$ cat config.mk
export PLATFORM = sky130hd
export DESIGN_NAME = tdc_fifo_reader
export DESIGN_NICKNAME = d
export VERILOG_FILES = /design/src/rtl/tdc_fifo_reader_pkg.sv /design/src/rtl/tdc_fifo_reader.sv
export SDC_FILE = /design/constraint.sdc
export NUM_CORES = 1
export LEC_CHECK = 0
export CAP_MARGIN = 10
export CELL_PAD_IN_SITES_DETAIL_PLACEMENT = 1
export CELL_PAD_IN_SITES_GLOBAL_PLACEMENT = 2
export CORE_UTILIZATION = 29
export CTS_BUF_LIST = sky130_fd_sc_hd__clkbuf_4 sky130_fd_sc_hd__clkbuf_8
export CTS_CLUSTER_DIAMETER = 50
export DETAILED_ROUTE_END_ITERATION = 8
export GPL_TIMING_DRIVEN = 0
export PLACE_DENSITY = 0.83
export SLEW_MARGIN = 20
export SYNTH_ARGS = -nofsm -noshare
export SYNTH_HDL_FRONTEND = slang
export SYNTH_SLANG_ARGS = --single-unit
$ cat constraint.sdc
create_clock -name clk -period 1.7 [get_ports clk]
set_input_delay 0.425 -clock clk [delete_from_list [all_inputs] [get_ports clk]]
set_output_delay 0.425 -clock clk [all_outputs]
set_load 0.05 [all_outputs]
$ cat src/rtl/tdc_fifo_reader_pkg.sv
// Shared definitions for the TDC FIFO-to-byte-stream framer.
package tdc_fifo_reader_pkg;

  typedef enum logic [2:0] {
    IDLE    = 3'd0,
    RD_REQ  = 3'd1,
    RD_WAIT = 3'd2,
    LATCH   = 3'd3,
    SEND    = 3'd4,
    WAIT_TX = 3'd5,
    DONE    = 3'd6
  } state_e;

  localparam int          FRAME_LEN     = 6;
  localparam logic [7:0]  SYNC_BYTE_DEF = 8'hA5;

endpackage

$ cat src/rtl/tdc_fifo_reader.sv
// Pops one 32-bit TDC word per frame and streams it as SYNC, 4 data bytes, XOR checksum.
module tdc_fifo_reader
  import tdc_fifo_reader_pkg::*;
#(
  parameter logic [7:0] SYNC_BYTE       = SYNC_BYTE_DEF,
  parameter int         FIFO_RD_LATENCY = 1
) (
  input  logic        clk,
  input  logic        rst,
  input  logic        fifo_empty,
  input  logic [31:0] fifo_dout,
  output logic        fifo_rd_en,
  input  logic        tx_busy,
  output logic        new_tx_data,
  output logic [7:0]  tx_data,
  input  logic        pause,
  output logic        frame_sent,
  output logic [15:0] frame_count,
  output logic        busy
);

  localparam logic [1:0] WAIT_LAST = 2'(FIFO_RD_LATENCY - 1);
  localparam logic [2:0] LAST_IDX  = 3'(FRAME_LEN - 1);

  state_e      state;
  logic [31:0] word;
  logic [7:0]  chk;
  logic [2:0]  idx;
  logic [1:0]  wait_cnt;
  logic        first_wait;
  logic [7:0]  byte_sel;

  always_comb begin
    byte_sel = chk;
    case (idx)
      3'd0:    byte_sel = SYNC_BYTE;
      3'd1:    byte_sel = word[31:24];
      3'd2:    byte_sel = word[23:16];
      3'd3:    byte_sel = word[15:8];
      3'd4:    byte_sel = word[7:0];
      default: byte_sel = chk;
    endcase
  end

  always_ff @(posedge clk) begin
    if (rst) begin
      state       <= IDLE;
      fifo_rd_en  <= 1'b0;
      new_tx_data <= 1'b0;
      tx_data     <= 8'h00;
      frame_sent  <= 1'b0;
      frame_count <= 16'h0000;
      busy        <= 1'b0;
      word        <= 32'h0;
      chk         <= 8'h00;
      idx         <= 3'd0;
      wait_cnt    <= 2'd0;
      first_wait  <= 1'b0;
    end else begin
      fifo_rd_en  <= 1'b0;
      new_tx_data <= 1'b0;
      frame_sent  <= 1'b0;
      case (state)
        IDLE: begin
          if (!fifo_empty && !pause && !tx_busy) begin
            state      <= RD_REQ;
            fifo_rd_en <= 1'b1;
            busy       <= 1'b1;
          end
        end
        RD_REQ: begin
          state    <= RD_WAIT;
          wait_cnt <= 2'd0;
        end
        RD_WAIT: begin
          if (wait_cnt == WAIT_LAST) state <= LATCH;
          else                       wait_cnt <= wait_cnt + 2'd1;
        end
        LATCH: begin
          word  <= fifo_dout;
          chk   <= fifo_dout[31:24] ^ fifo_dout[23:16] ^ fifo_dout[15:8] ^ fifo_dout[7:0];
          idx   <= 3'd0;
          state <= SEND;
        end
        SEND: begin
          tx_data     <= byte_sel;
          new_tx_data <= 1'b1;
          first_wait  <= 1'b1;
          state       <= WAIT_TX;
        end
        WAIT_TX: begin
          // The transmitter raises busy one cycle after the strobe, so skip the first look.
          if (first_wait) begin
            first_wait <= 1'b0;
          end else if (!tx_busy) begin
            if (idx == LAST_IDX) begin
              state      <= DONE;
              frame_sent <= 1'b1;
            end else begin
              idx   <= idx + 3'd1;
              state <= SEND;
            end
          end
        end
        DONE: begin
          frame_count <= frame_count + 16'd1;
          busy        <= 1'b0;
          state       <= IDLE;
        end
        default: state <= IDLE;
      endcase
    end
  end

endmodule

==> impl_metrics.yaml <==
worst_setup_path:
  cp.required_ns: 1.27
  path_cells: "clkdlybuf4s15_1"
  timing.critical_path.buf_inv: 1
  critical-path-slowest-cell: "clkdlybuf4s15_1"
  cpPeakStageDelay_ns: 0.50
  start_kind: "flip-flop"
  critPathCaptureType: "output pin"
  arrival_ns: 1.23
  critical_path_class: "flip-flop to output pin"
  crit_family: "buffers and inverters"
  path_max_fanout: 4
sta:
  maxSlewHeadroom_pct: 56.1
  setup_viol: 0
  drv_slew: 0
  finalSetupTns_ns: 0
  rsz0062_at_grt: "true"
  hold_violations: 0
  final.min_clock_period_ns: 1.65
  max_freq_mhz: 604
  worstMarginPinSlew_ns: 0.658
  finalClockSkew_ns: 0.0169
  post-route-period-util_pct: 97.3
  hold_ws_ns: 0.459
power:
  ir_drop_uv: 303
  power_density_mw_per_mm2: 737
  finalPower_mw: 3.52
  p_leak_nw: 1.65
cells_and_area:
  area_delta_synth_final_pct: 35.5
  multi_input_area_mm2: 0.00197
  drive_above_1_share_pct: 19.4
  final_net_count: 554
  diodes: 0
  nFillCells: 1389
  fin_area_mm2: 0.00478
  seq_area_mm2: 0.00157
  final_cells: 658
clock_tree:
  cts_tree: "done"
  cts_buffers: 9
  h-tree-depth: 3
  cts_num_sinks: 77
  path_clk_slew_ns: 0.10
  cts_buffer_depth: 2
  clk-insertion-delay-late_ns: 0.36
  hold_buffers: 0
  clockRootBuffer: "clkbuf_8"
outcome:
  violations: "DRC"
  status: "finished, violations left"
logic_synthesis:
  netlist_area_mm2: 0.00353
  synth_seq_cells: 77
  synth_edf_count: 0
  async_flop_share_pct: 0
  synth_nets: 467
  synth_ff_type: "dfxtp_1"
  syn_avg_cell_area_um2: 8.34
  synth_cell_types: 43
  yosysWarnings: 0
  synth_sequential_area_ratio_pct: 43.7
  netlist_instances: 423
placement:
  io_buffer_count: 63
  postPlaceCellArea_mm2: 0.00435
  gp_congestion: 0.771
  dp_hpwl_um: 7780
  dp_cells: 629
hold_path:
  hp-class: "flip-flop to flip-flop"
grt:
  gr-usage-all-layers_pct: 18.0
  grt_pass1_wl_um: 17500
  antenna_found_initial: 0
  globalRouteOverflowTotal: 0
  grt_start_max_net_pins: 16
  grt_pass1_vias: 3379
drt:
  wl_um: 10900
  via_per_inst: 4.99
  ant_nets: 0
  first_iter_violations: 131
  drt-pass1-iter-count: 6
  via_count: 3284
  wire_per_inst_um: 16.6
  drc: 6
floorplan:
  rows: 39
  die_h_um: 112
  chipWidth_um: 112
  io-pin-count: 65
  coreArea_mm2: 0.0116
  die_area_mm2: 0.0126
  initial_core_util_pct: 30.4
flow_run:
  max-cap-violations: 0
cells in the mapped netlist, types with 3 or more instances:
| master | count | area share, % |
|---|---|---|
| a211oi_1 | 8 | 1.7 |
| a21oi_1 | 44 | 6.2 |
| a221oi_1 | 4 | 0.99 |
| a22o_1 | 5 | 1.2 |
| a22oi_1 | 9 | 1.9 |
| a311oi_1 | 4 | 0.99 |
| and2_1 | 3 | 0.53 |
| buf_1 | 3 | 0.32 |
| buf_2 | 8 | 1.1 |
| clkbuf_1 | 16 | 1.7 |
| dfxtp_1 | 77 | 44 |
| ha_1 | 7 | 2.5 |
| inv_1 | 8 | 0.85 |
| nand2_1 | 77 | 8.2 |
| nand3_1 | 8 | 1.1 |
| nand3b_1 | 3 | 0.64 |
| nand4_1 | 6 | 1.1 |
| nor2_1 | 41 | 4.4 |
| nor2b_1 | 5 | 0.89 |
| nor3_1 | 10 | 1.4 |
| nor4_1 | 5 | 0.89 |
| o21ai_0 | 9 | 1.3 |
| or3_1 | 5 | 0.89 |
| xnor2_1 | 28 | 7.0 |
| xor2_1 | 5 | 1.2 |
cells in the final DEF (no fill, tap or decap), types with 5 or more instances in the layout:
| cell | n |
|---|---|
| buf_4 | 19 |
| a211oi_1 | 8 |
| nand2_1 | 77 |
| dlygate4sd2_1 | 5 |
| clkdlybuf4s50_1 | 35 |
| nand4_1 | 6 |
| xor2_1 | 5 |
| xnor2_1 | 28 |
| nor2_1 | 41 |
| a22oi_1 | 9 |
| dfxtp_1 | 62 |
| clkbuf_8 | 10 |
| nor3_1 | 5 |
| nand3_1 | 8 |
| clkdlybuf4s15_1 | 10 |
| dfxtp_2 | 13 |
| a22o_1 | 5 |
| o21ai_0 | 8 |
| nor4_1 | 5 |
| clkbuf_2 | 11 |
| a21oi_1 | 44 |
| clkdlybuf4s15_2 | 6 |
| clkbuf_1 | 8 |
| inv_1 | 6 |
state kept, by name (all words and copies together) (netlist names):
signal / count
word: 32
frame_count: 16
chk: 8
tx_data: 8
idx: 3
state: 3
wait_cnt: 2
busy: 1
fifo_rd_en: 1
first_wait: 1
frame_sent: 1
new_tx_data: 1
metal layers:
layer	wire (µm)	vias up	track usage [%]
met3	467	15	3.08
met1	4760	1561	21.9
met4	174	0	5.33
li1	-	1626	-
met5	0	-	0
met2	5540	82	32.5
final timing paths:
kind	start	endpoint	slack [ns]	depth (start not counted)
setup reg to reg	idx[0]	tx_data[0]	0.05	6
setup / recovery	frame_count[1]	frame_count[1]	0.05	1
hold reg to reg	word[17]	word[17]	0.46	2
hold / removal	word[17]	word[17]	0.46	2
kinds of logic (layout without fill, tap and decap cells):
logic type,Yosys count,in the layout,share of synthesized area (%)
and+or+nand+nor,177,177,24.3
adders and majority gates,7,7,2.48
xor gates and xnor gates,33,33,8.20
AOI/OAI and AO/OA,89,89,15.8
muxes,5,5,1.53
buffers and inverters,35,127,4.01
DFF,77,77,43.7
cell type report:
| type | count | area share [%] |
|---|---|---|
| plain buffers | 23 | 2.70 |
| clock buffers | 9 | 2.59 |
| well taps | 143 | 3.75 |
| multi-input cells | 311 | 41.2 |
| inverters | 8 | 0.629 |
| repair buffers | 80 | 15.2 |
| clock inverters | 7 | 1.18 |
| flip-flops and latches | 77 | 32.8 |
power breakdown:
group	switching (mW)	internal, mW
Clock	0.763	0.545
Combinational	0.198	0.173
Sequential	0.0215	1.82
Total	0.982	2.54
timing repair:
item,4_1_cts,5_1_grt
setup endpoints to repair,80,61
buffers inserted,9,8
gates resized for setup,73,42
pin swaps,3,8
cloned,0,0
per-stage QoR:
stage	setup WS [ns]	utilization [%]
global placement	-0.453	37.4
global route	-0.000671	41.1
finish	0.0457	41.1
CTS	0.000307	40.3
floorplan	0.0120	-
detailed placement	-0.539	37.4
No activity file was read; power rests on OpenSTA's default activity.
